### src/rtl/multi_debounce_if.sv
// Pin bundle for multi_debounce: raw pins in, debounced levels and edge pulses out.
// Latency: none, wires only.
// Backpressure: none; pins and outputs are free-running levels.
interface multi_debounce_if #(
  parameter int CH = 4
);
  logic [CH-1:0] Pin_In;
  logic [CH-1:0] Pin_Out;
  logic [CH-1:0] Rise_Pulse;
  logic [CH-1:0] Fall_Pulse;

  // Environment side: drives the raw pins, observes the debounced results.
  modport master (
    output Pin_In,
    input  Pin_Out,
    input  Rise_Pulse,
    input  Fall_Pulse
  );

  // Debouncer side.
  modport slave (
    input  Pin_In,
    output Pin_Out,
    output Rise_Pulse,
    output Fall_Pulse
  );
endinterface

### src/rtl/multi_debounce.sv
// Purpose: CH-channel debouncer with a shared ms prescaler and per-channel IDLE/CHECK FSM.
// Latency: accepted change after DB_MS-1..DB_MS tick periods plus 3 clocks sync/register.
// Backpressure: none; optional edge pulses built only when MULTI_DEBOUNCE_PULSE_EN is defined.
module multi_debounce #(
  parameter int CH       = 4,
  parameter int TICK_DIV = 49_999,
  parameter int DB_MS    = 10
) (
  input  logic           CLOCK,
  input  logic           RST_n,
  multi_debounce_if.slave io
);

  typedef enum logic {
    IDLE  = 1'b0,
    CHECK = 1'b1
  } state_t;

  localparam logic [15:0] TICK_TC = 16'(TICK_DIV);
  localparam logic [7:0]  CNT_TC  = 8'(DB_MS - 1);

  logic [CH-1:0] sync_q1;
  logic [CH-1:0] sync_q2;
  logic [15:0]   pres_q;
  logic          tick;
  state_t        state_q [CH];
  state_t        state_d [CH];
  logic [7:0]    cnt_q   [CH];
  logic [7:0]    cnt_d   [CH];
  logic [CH-1:0] out_q;
  logic [CH-1:0] toggle;

  // Two-flop synchronizer on every raw pin; only sync_q2 is used downstream.
  always_ff @(posedge CLOCK or negedge RST_n) begin
    if (!RST_n) begin
      sync_q1 <= '0;
      sync_q2 <= '0;
    end else begin
      sync_q1 <= io.Pin_In;
      sync_q2 <= sync_q1;
    end
  end

  // Shared free-running prescaler; tick marks the terminal-count clock.
  always_ff @(posedge CLOCK or negedge RST_n) begin
    if (!RST_n) begin
      pres_q <= '0;
    end else if (pres_q == TICK_TC) begin
      pres_q <= '0;
    end else begin
      pres_q <= pres_q + 16'd1;
    end
  end

  assign tick = (pres_q == TICK_TC);

  // Per-channel state and tick counter registers.
  always_ff @(posedge CLOCK or negedge RST_n) begin
    if (!RST_n) begin
      for (int i = 0; i < CH; i++) begin
        state_q[i] <= IDLE;
        cnt_q[i]   <= '0;
      end
    end else begin
      for (int i = 0; i < CH; i++) begin
        state_q[i] <= state_d[i];
        cnt_q[i]   <= cnt_d[i];
      end
    end
  end

  // Next-state logic: a mismatch must persist across DB_MS ticks; any match aborts first.
  always_comb begin
    state_d = state_q;
    cnt_d   = cnt_q;
    toggle  = '0;
    for (int i = 0; i < CH; i++) begin
      case (state_q[i])
        IDLE: begin
          cnt_d[i] = '0;
          if (sync_q2[i] != out_q[i]) begin
            state_d[i] = CHECK;
          end
        end
        CHECK: begin
          if (sync_q2[i] == out_q[i]) begin
            state_d[i] = IDLE;
            cnt_d[i]   = '0;
          end else if (tick) begin
            if (cnt_q[i] == CNT_TC) begin
              toggle[i]  = 1'b1;
              state_d[i] = IDLE;
              cnt_d[i]   = '0;
            end else begin
              cnt_d[i] = cnt_q[i] + 8'd1;
            end
          end
        end
        default: begin
          state_d[i] = IDLE;
          cnt_d[i]   = '0;
        end
      endcase
    end
  end

  // Debounced level flips when its channel qualifies.
  always_ff @(posedge CLOCK or negedge RST_n) begin
    if (!RST_n) begin
      out_q <= '0;
    end else begin
      out_q <= out_q ^ toggle;
    end
  end

  assign io.Pin_Out = out_q;

`ifdef MULTI_DEBOUNCE_PULSE_EN
  logic [CH-1:0] rise_q;
  logic [CH-1:0] fall_q;

  // Edge pulses register alongside out_q so they line up with the new level.
  always_ff @(posedge CLOCK or negedge RST_n) begin
    if (!RST_n) begin
      rise_q <= '0;
      fall_q <= '0;
    end else begin
      rise_q <= toggle & ~out_q;
      fall_q <= toggle & out_q;
    end
  end

  assign io.Rise_Pulse = rise_q;
  assign io.Fall_Pulse = fall_q;
`else
  assign io.Rise_Pulse = '0;
  assign io.Fall_Pulse = '0;
`endif

endmodule

### src/flat_wrapper.sv
// flat-port wrapper written by rule: the top's interface ports become plain ports
module multi_debounce_flat 
#(
  parameter int CH       = 4,
  parameter int TICK_DIV = 49_999,
  parameter int DB_MS    = 10
)
  (CLOCK, RST_n, io_Pin_In, io_Pin_Out, io_Rise_Pulse, io_Fall_Pulse);
  multi_debounce_if #(.CH(CH)) io_i ();
  input  logic CLOCK;
  input  logic RST_n;
  input wire logic [$bits(io_i.Pin_In)-1:0] io_Pin_In;
  output wire logic [$bits(io_i.Pin_Out)-1:0] io_Pin_Out;
  output wire logic [$bits(io_i.Rise_Pulse)-1:0] io_Rise_Pulse;
  output wire logic [$bits(io_i.Fall_Pulse)-1:0] io_Fall_Pulse;
  assign io_i.Pin_In = io_Pin_In;
  assign io_Pin_Out = io_i.Pin_Out;
  assign io_Rise_Pulse = io_i.Rise_Pulse;
  assign io_Fall_Pulse = io_i.Fall_Pulse;
  multi_debounce #(.CH(CH), .TICK_DIV(TICK_DIV), .DB_MS(DB_MS)) u_core (.CLOCK(CLOCK), .RST_n(RST_n), .io(io_i));
endmodule
### config.mk
export PLATFORM = sky130hd
export DESIGN_NAME = multi_debounce_flat
export DESIGN_NICKNAME = d
export VERILOG_FILES = /design/src/rtl/multi_debounce_if.sv /design/src/rtl/multi_debounce.sv /design/src/flat_wrapper.sv
export SDC_FILE = /design/constraint.sdc
export NUM_CORES = 1
export LEC_CHECK = 0
export CORE_MARGIN = 2
export CORE_UTILIZATION = 25
export CTS_BUF_LIST = sky130_fd_sc_hd__clkbuf_8
export DETAILED_ROUTE_END_ITERATION = 8
export PLACE_DENSITY = 0.5
export SLEW_MARGIN = 20
export SYNTH_ARGS = -nofsm -noshare
export SYNTH_HDL_FRONTEND = slang
export SYNTH_SLANG_ARGS = --single-unit
### constraint.sdc
create_clock -name CLOCK -period 5.4 [get_ports CLOCK]
set_clock_uncertainty 0.2 [all_clocks]
set_input_delay 1.08 -clock CLOCK [delete_from_list [all_inputs] [get_ports CLOCK]]
set_output_delay 1.08 -clock CLOCK [all_outputs]
set_load 0.005 [all_outputs]
## Yosys cells after proc, flatten, opt, wreduce, memory -nomap -nowiden

Index checks and enable logic that the tools add are counted.

| operators by class | value |
|---|---|
| add/subtract/negate cells | 5 |
| bitwise operators | 5 |
| muxes and demuxes | 53 |
| equality and inequality tests | 17 |

Operators with widths:

| kind | count |
|---|---|
| $mux 8 | 12 |
| $pmux 8 s2 | 4 |
| $add 8x1->8 const B | 4 |
| $eq 8x4->1 const B | 4 |
| $mux 1 | 32 |
| $add 16x1->16 const B | 1 |
| $eq 16x16->1 const B | 1 |
| $mux 16 | 1 |
| $ne 3x2->1 const B | 4 |
| $pmux 1 s2 | 4 |
| $eq 1x1->1 | 4 |
| $ne 1x1->1 | 4 |
| $not 1->1 | 4 |
| $xor 4x4->4 | 1 |

| word-level totals | value |
|---|---|
| output and inout bits | 12 |
| word-level logic and storage cells | 92 |
| input port bits | 6 |
| register bits after elaboration | 64 |

## Depth between registers and ports, before layout

Gate-level depths: netlist of the first run.

| depth | value |
|---|---|
| word-level depth | 6 |
| gate-level depth with buffers | 8 |
| mapped depth without buffers | 6 |

## Least setup slack after synthesis of the first run

Ideal clock, no wire load.

| path | value |
|---|---|
| kind | register to register |
| start point | register u_core.pres_q[0] |
| end point | register u_core.out_q[0] (netlist: u_core.io.Pin_Out[0]) |
| path buffers | 2 |
| setup slack | 3.334 ns |
| period minus slack after synthesis | 2.066 ns |
| required time | 5.075 ns |
| cell stages (with the launch flop) | 8 |
| library setup time | 0.125 ns |
| data arrival time | 1.742 ns |
| path through | dfrtp_1 -> ha_1 -> and3_1 -> buf_2 -> and4_1 -> buf_2 -> and3_1 -> mux2_2 |

| between the ends | value |
|---|---|
| word-level cells in the longest chain between the ends | 5 |

Ends and longest elaborated chain:

| element | line | source |
|---|---|---|
| from (decl) | multi_debounce.sv:24 | `logic [15:0] pres_q;` |
| from (signal assigned) | multi_debounce.sv:51 | `pres_q <= pres_q + 16'd1;` |
| $eq 16x16->1 | multi_debounce.sv:55 | `assign tick = (pres_q == TICK_TC);` |
| $mux 1 | multi_debounce.sv:89 | `end else if (tick) begin` |
| $mux 1 | multi_debounce.sv:86 | `if (sync_q2[i] == out_q[i]) begin` |
| $mux 1 | multi_debounce.sv:78 | `case (state_q[i])` |
| $xor 4x4->4 | multi_debounce.sv:112 | `out_q <= out_q ^ toggle;` |
| to (signal assigned) | multi_debounce.sv:112 |  |
| to (decl) | multi_debounce.sv:30 | `logic [CH-1:0] out_q;` |

Every way passes these cells.
A chain may end at the register's enable or synchronous reset.

## Worst setup path in the final report of the first run

| path | value |
|---|---|
| start point | register u_core.pres_q[0] |
| end point | register u_core.cnt_q[6] in the netlist's numbering |

| between the ends | value |
|---|---|
| word-level cells in the longest chain between the ends | 2 |

Ends and longest elaborated chain:

| element | line | source |
|---|---|---|
| $eq 16x16->1 | multi_debounce.sv:55 |  |
| $ne 3x2->1 (no line) | -- |  |
| to (signal, indexed assignment) | multi_debounce.sv:67 | `cnt_q[i] <= cnt_d[i];` |
| to (decl) | multi_debounce.sv:28 | `logic [7:0] cnt_q [CH];` |

Every way passes these cells.

==> results.toml, run 1 <==
[floorplan]
start_util_pct = 25.51
die_w_um = 117.2
dieArea_um2 = 13740
rows = 41
io_pins = 18
core_um2 = 12570
die_height_um = 117.2

[setup_path]
crit_family = "simple AND/OR/NAND/NOR gates"
cp_max_fo = 17
critPathBufInv = 0
critPathRequiredTime_ns = 5.46
start_kind = "flip-flop"
cpPeakStageDelay_ns = 0.72
cpMaxStageDelayCell = "or4_1"
endpoint_kind = "flip-flop"
crit_chain = "ha_1, and3_1, nand4_1, or4_1, o21ai_0"
cp.arrival_ns = 2.71
critPathKind = "flip-flop to flip-flop"

[min_path]
hold_path.class = "flip-flop to flip-flop"

[pwr]
power_uw = 978.2
irDropWorstVdd_mv = 0.1322
p_per_area_nw_per_um2 = 267.9
p_leak_nw = 1.469

[placement]
place_hpwl_mm = 4.153
dp_cells = 487
io_buffer_count = 9
place_congestion = 0.7793
dpl_worst_slack_ns = 2.745

[clock_tree]
cts_sinks = 64
h-tree-depth = 3
post_cts_buffers = 0
clkTransAtPathRegs_ns = 0.07
root_buffer = "clkbuf_8"
clockBufferDepth = 2
cts_buffers = 9
holdBufCountCts = 0
cts-resized-gates = 0
clock_latency_ns = 0.34
cts_tree = "done"

[routing]
ant_nets = 0
totalWireLength_mm = 6.416
wl_per_cell_um = 12.76
drc = 0
vias = 2373
dr.first_iter.drc_count = 90
first_pass_iters = 5
via_per_inst = 4.718

[cells_and_area]
syn2layout_area_growth_pct = 13.90
diodes = 0
fin_cells = 503
drive_gt1_share_pct = 6.949
n_fill_cell = 1315
final_util_pct = 29.05
layout.nets = 341

[outcome]
status = "finished clean"

[timing]
fin_crit_ns = 2.653
tightest_slew_ns = 0.7525
hold_violations = 0
fmax_ghz = 0.3770
fin_crit_sh_pct = 49.12
setup_viol = 0
drv_slew = 0
fin_setup_tns_ns = 0
relSlewSlack_pct = 49.83
layout_setup_ws_ns = 2.747
rsz0062_at_grt = "false"

[yosys]
netlist_area_um2 = 3206
syn_inst = 317
synth-seq-cells = 64
yosysSeqAreaShare_pct = 49.96
postSynthAreaPerCell_um2 = 10.11
ys_warn_count = 0
synth_cell_types = 41

[grt]
grt_max_degree = 44
antenna_found_initial = 0
grt_overflow = 0
grt_usage_pct = 10.57
grt_pass1_vias = 2306
grt_pass1_wl_mm = 11.28

[run]
maxCapViolCount = 0
## worst reg2reg max path, stage by stage, from the launching register on
cell and delay [ns]:
dfrtp_1 0.38, ha_1 0.22, and3_1 0.34, nand4_1 0.63
or4_1 0.73, o21ai_0 0.09
## through the flow
| step | hold slack, ns | area (um2) |
|---|---|---|
| 6_report | 0.1519 | 3651 |
| 5_1_grt | 0.1586 | 3651 |
| 4_1_cts | 0.1550 | 3651 |
| 3_5_place_dp | 0.1395 | 3418 |
| 3_3_place_gp | 0.1347 | 3418 |
| 2_1_floorplan | 0.1312 | 3232 |
## routing by layer
metal  vias to the layer above  part of all wire, %  track usage, %
met5                         -                    0               0
met4                         0                  1.1           4.078
met3                         9                  3.5           3.090
met2                        50                   44           15.29
met1                      1151                   51           14.89
li1                       1163                    -               -
## cell usage after synthesis (all sizes together)
cell    count  share of area, %
dfrtp      64                50
a21oi      33               5.2
nand2      28               3.3
or4        20               4.7
buf        15               3.3
inv        14               1.6
o31ai      14               3.3
nand3      13               2.0
nor2       13               1.5
nand4      11               2.6
and3        9               1.8
ha          9               3.5
or3         9               1.8
xnor2       9               2.5
o21ai       8               1.2
xor2        6               1.6
nor4        5              0.98
clkbuf      4              0.51
mux2        4               1.4
nor3        4              0.62
and2        3              0.59
nor4b       3               1.3
and4        2              0.55
and4bb      2              0.78
nand2b      2              0.39
nor2b       2              0.39
nor3b       2              0.47
nor4bb      2              0.62
o211ai      2              0.47
a211oi      1              0.23
a31oi       1              0.20
and3b       1              0.27
conb        1              0.12
mux2i       1              0.31
## cells by family (layout without fill, tap and decap cells)
family | Yosys count | count (layout) | share of synthesized area [%]
compound gates | 59 | 59 | 10.58
xor+xnor | 15 | 15 | 4.098
fa+ha+maj | 9 | 9 | 3.513
buf+inv | 33 | 40 | 5.425
flops | 64 | 64 | 49.96
mux | 5 | 5 | 1.717
other cells | 1 | 8 | 0.1170
simple gates | 131 | 131 | 24.59
## where the power goes
group | internal [mW] | leakage, nW | switching [mW]
clock | 0.295 | 0.125 | 0.176
combinational | 0.00505 | 0.492 | 0.0161
sequential | 0.484 | 0.852 | 0.00228
total | 0.784 | 1.47 | 0.194
## state kept, by name, summed over array words and instances, names as in the netlist
register	count
u_core.cnt_q	32
u_core.pres_q	16
u_core.io.Pin_Out	4
u_core.state_q	4
u_core.sync_q1	4
u_core.sync_q2	4
## placed cells by master, fill, tap and decap left out, types with 10 or more instances in the layout
cell	netlist	final
clkbuf_8	0	12
inv_1	14	16
a21oi_1	33	33
nand4_1	10	10
nand3_1	13	13
nor2_1	13	13
or4_1	20	20
nand2_1	28	28
dfrtp_1	64	64
o31ai_1	14	14
## cell type report
type                            count  area (um2)  area share (%)
Tap cell                          172       215.2           5.894
Sequential cell                    64        1602           43.87
Clock inverter                      4       67.56           1.851
Multi-Input combinational cell    227        1456           39.89
Inverter                           14       52.55           1.439
Clock buffer                       12       165.2           4.524
Timing Repair Buffer               10       92.59           2.536
## path summary, 6_finish.rpt
check | from | end | slack [ns] | cells past startpoint
setup / recovery | u_core.pres_q[0] | u_core.cnt_q[6] | 2.75 | 5
hold / removal | u_core.sync_q1[0] | u_core.sync_q2[0] | 0.15 | 0
setup reg to reg | u_core.pres_q[0] | u_core.cnt_q[6] | 2.75 | 5
hold reg to reg | u_core.sync_q1[0] | u_core.sync_q2[0] | 0.15 | 0
max in group asynchronous | RST_n | u_core.cnt_q[28] | 3.46 | 2
min in group asynchronous | RST_n | u_core.pres_q[10] | 0.61 | 1
Power figures use the tool's default switching activity.
==> run 2, diff against run 1 <==
--- a/config.mk
+++ b/config.mk
@@ -9,7 +9,7 @@
 export CORE_UTILIZATION = 25
 export CTS_BUF_LIST = sky130_fd_sc_hd__clkbuf_8
 export DETAILED_ROUTE_END_ITERATION = 8
-export PLACE_DENSITY = 0.5
+export PLACE_DENSITY = 0.51
 export SLEW_MARGIN = 20
 export SYNTH_ARGS = -nofsm -noshare
 export SYNTH_HDL_FRONTEND = slang
==> constraint.sdc (replaced) <==
create_clock -name CLOCK -period 2.3 [get_ports CLOCK]
set_clock_uncertainty 0.2 [all_clocks]
set_input_delay 0.46 -clock CLOCK [delete_from_list [all_inputs] [get_ports CLOCK]]
set_output_delay 0.46 -clock CLOCK [all_outputs]
set_load 0.005 [all_outputs]
==> run 2 against run 1 <==
Against the previous run: clock-buffer cell count fell by 1; sequential share of layout area fell by 1.1 points; sequential cell count did not move; register-to-register slack got worse by 2.6 ns; first-iteration DRC count rose by 64%; sequential power rose by 130%; critical path depth did not move.
==> results.toml, run 2 (synthesized netlist as in run 1, its figures left out) <==
[floorplan]
io_pins = 18
core_um2 = 12570
start_util_pct = 25.51
rows = 41
die_height_um = 117.2
dieArea_um2 = 13740
die_w_um = 117.2

[setup_path]
cpPeakStageDelay_ns = 0.50
reg2reg_setup_slack_ns = 0.14
cpMaxStageDelayCell = "or4_1"
critPathBufInv = 1
cp_max_fo = 43
r2r-end = "u_core.cnt_q[21]"
crit_chain = "and4bb_1, nand4_4, buf_12, or4_1, a21oi_1"
rr_worst_depth = 5
endpoint_kind = "flip-flop"
start_kind = "flip-flop"
crit_family = "simple AND/OR/NAND/NOR gates"
cp_num_cells = 5
cp.arrival_ns = 2.22
r2r_start = "u_core.pres_q[10]"
critPathRequiredTime_ns = 2.36
critPathKind = "flip-flop to flip-flop"

[placement]
place_congestion = 0.7793
dp_cells = 497
place_hpwl_mm = 4.368
io_buffer_count = 9

[timing]
hold_violations = 0
fin_crit_ns = 2.155
fin_crit_sh_pct = 93.70
tightest_slew_ns = 0.6341
fin_setup_tns_ns = 0
rsz0062_at_grt = "false"
drv_slew = 0
fmax_ghz = 0.4640
setup_viol = 0
relSlewSlack_pct = 57.34

[routing]
dr.first_iter.drc_count = 148
first_pass_iters = 4
drc = 0
wl_per_cell_um = 12.54
ant_nets = 0
via_per_inst = 4.681
vias = 2406
totalWireLength_mm = 6.443

[clock_tree]
cts_tree = "done"
root_buffer = "clkbuf_8"
cts_buffers = 9
clkTransAtPathRegs_ns = 0.07
h-tree-depth = 3
post_cts_buffers = 0
cts_sinks = 64
clock_latency_ns = 0.35
clockBufferDepth = 2

[cells_and_area]
mostFrequentLayoutCells = "dfrtp_1, a21oi_1, nand2_1"
largest_register_ffs = 32
final_util_pct = 29.82
diodes = 0
layout.nets = 352
largestRegisters = "u_core.cnt_q (32), u_core.pres_q (16)"
final_common_cell = "dfrtp_1"
fin_cells = 514
largest_register = "u_core.cnt_q"
drive_gt1_share_pct = 10.23
syn2layout_area_growth_pct = 16.90

[grt]
grt_pass1_vias = 2356
grt_pass1_wl_mm = 11.18
grt_max_degree = 44
grt_usage_pct = 10.53
antenna_found_initial = 0
grt_overflow = 0

[min_path]
worstHoldEndpoint = "u_core.sync_q2[1]"
hold_path.class = "flip-flop to flip-flop"
worstHoldStart = "u_core.sync_q1[1]"
whs_path_depth = 0

[run]
maxCapViolCount = 0

[outcome]
status = "finished clean"

[pwr]
p_leak_nw = 1.526
power_mw = 2.177
p_per_area_nw_per_um2 = 581.0
irDropWorstVdd_mv = 0.2426
==> run 2: worst max path at each step <==
| stage | start | end | slack, ns |
|---|---|---|---|
| detailed placement | u_core.pres_q[11] | u_core.io.Pin_Out[1] | 0.12 |
| floorplan | u_core.pres_q[0] | u_core.io.Pin_Out[0] | 0.23 |
| global placement | u_core.pres_q[11] | u_core.io.Pin_Out[0] | 0.15 |
| CTS | u_core.pres_q[0] | u_core.cnt_q[31] | 0.11 |
| global route | u_core.cnt_q[21] | u_core.io.Pin_Out[1] | 0.03 |
| finish | u_core.pres_q[10] | u_core.cnt_q[21] | 0.14 |
==> run 2: routing by layer <==
metal | track usage [%] | part of all wire [%]
met1 | 13.98 | 49
met2 | 15.86 | 45
met5 | 0 | 0
met4 | 6.431 | 2.5
met3 | 2.008 | 3.0
==> run 2: per-stage QoR <==
step	hold WS (ns)	setup WS (ns)	cell area [um2]
2_1_floorplan	-0.03559	0.2338	3232
3_3_place_gp	0.1322	0.1499	3531
3_5_place_dp	0.1347	0.1196	3531
4_1_cts	0.1545	0.1060	3740
5_1_grt	0.1551	0.02702	3747
6_report	0.1521	0.1449	3747
==> run 2: cell type report <==
| cell class | instances | area, um2 |
|---|---|---|
| Clock buffer | 11 | 151.4 |
| Clock inverter | 5 | 47.55 |
| Fill cell | 1295 | 8821 |
| Inverter | 14 | 52.55 |
| Multi-Input combinational cell | 227 | 1464 |
| Sequential cell | 64 | 1602 |
| Tap cell | 172 | 215.2 |
| Timing Repair Buffer | 21 | 215.2 |
==> run 2: what timing repair did <==
action,in CTS,in global routing
endpoints found under the setup margin,0,11
hold buffers,1,0
gates resized for setup,0,2
endpoints found under the hold margin,18,0
==> run 2: where the power goes <==
| part | leakage, nW | total [mW] | switching, mW | internal (mW) |
|---|---|---|---|---|
| registers | 0.852 | 1.14 | 0.00578 | 1.14 |
| logic | 0.562 | 0.0572 | 0.0386 | 0.0186 |
| clock network | 0.112 | 0.978 | 0.430 | 0.548 |
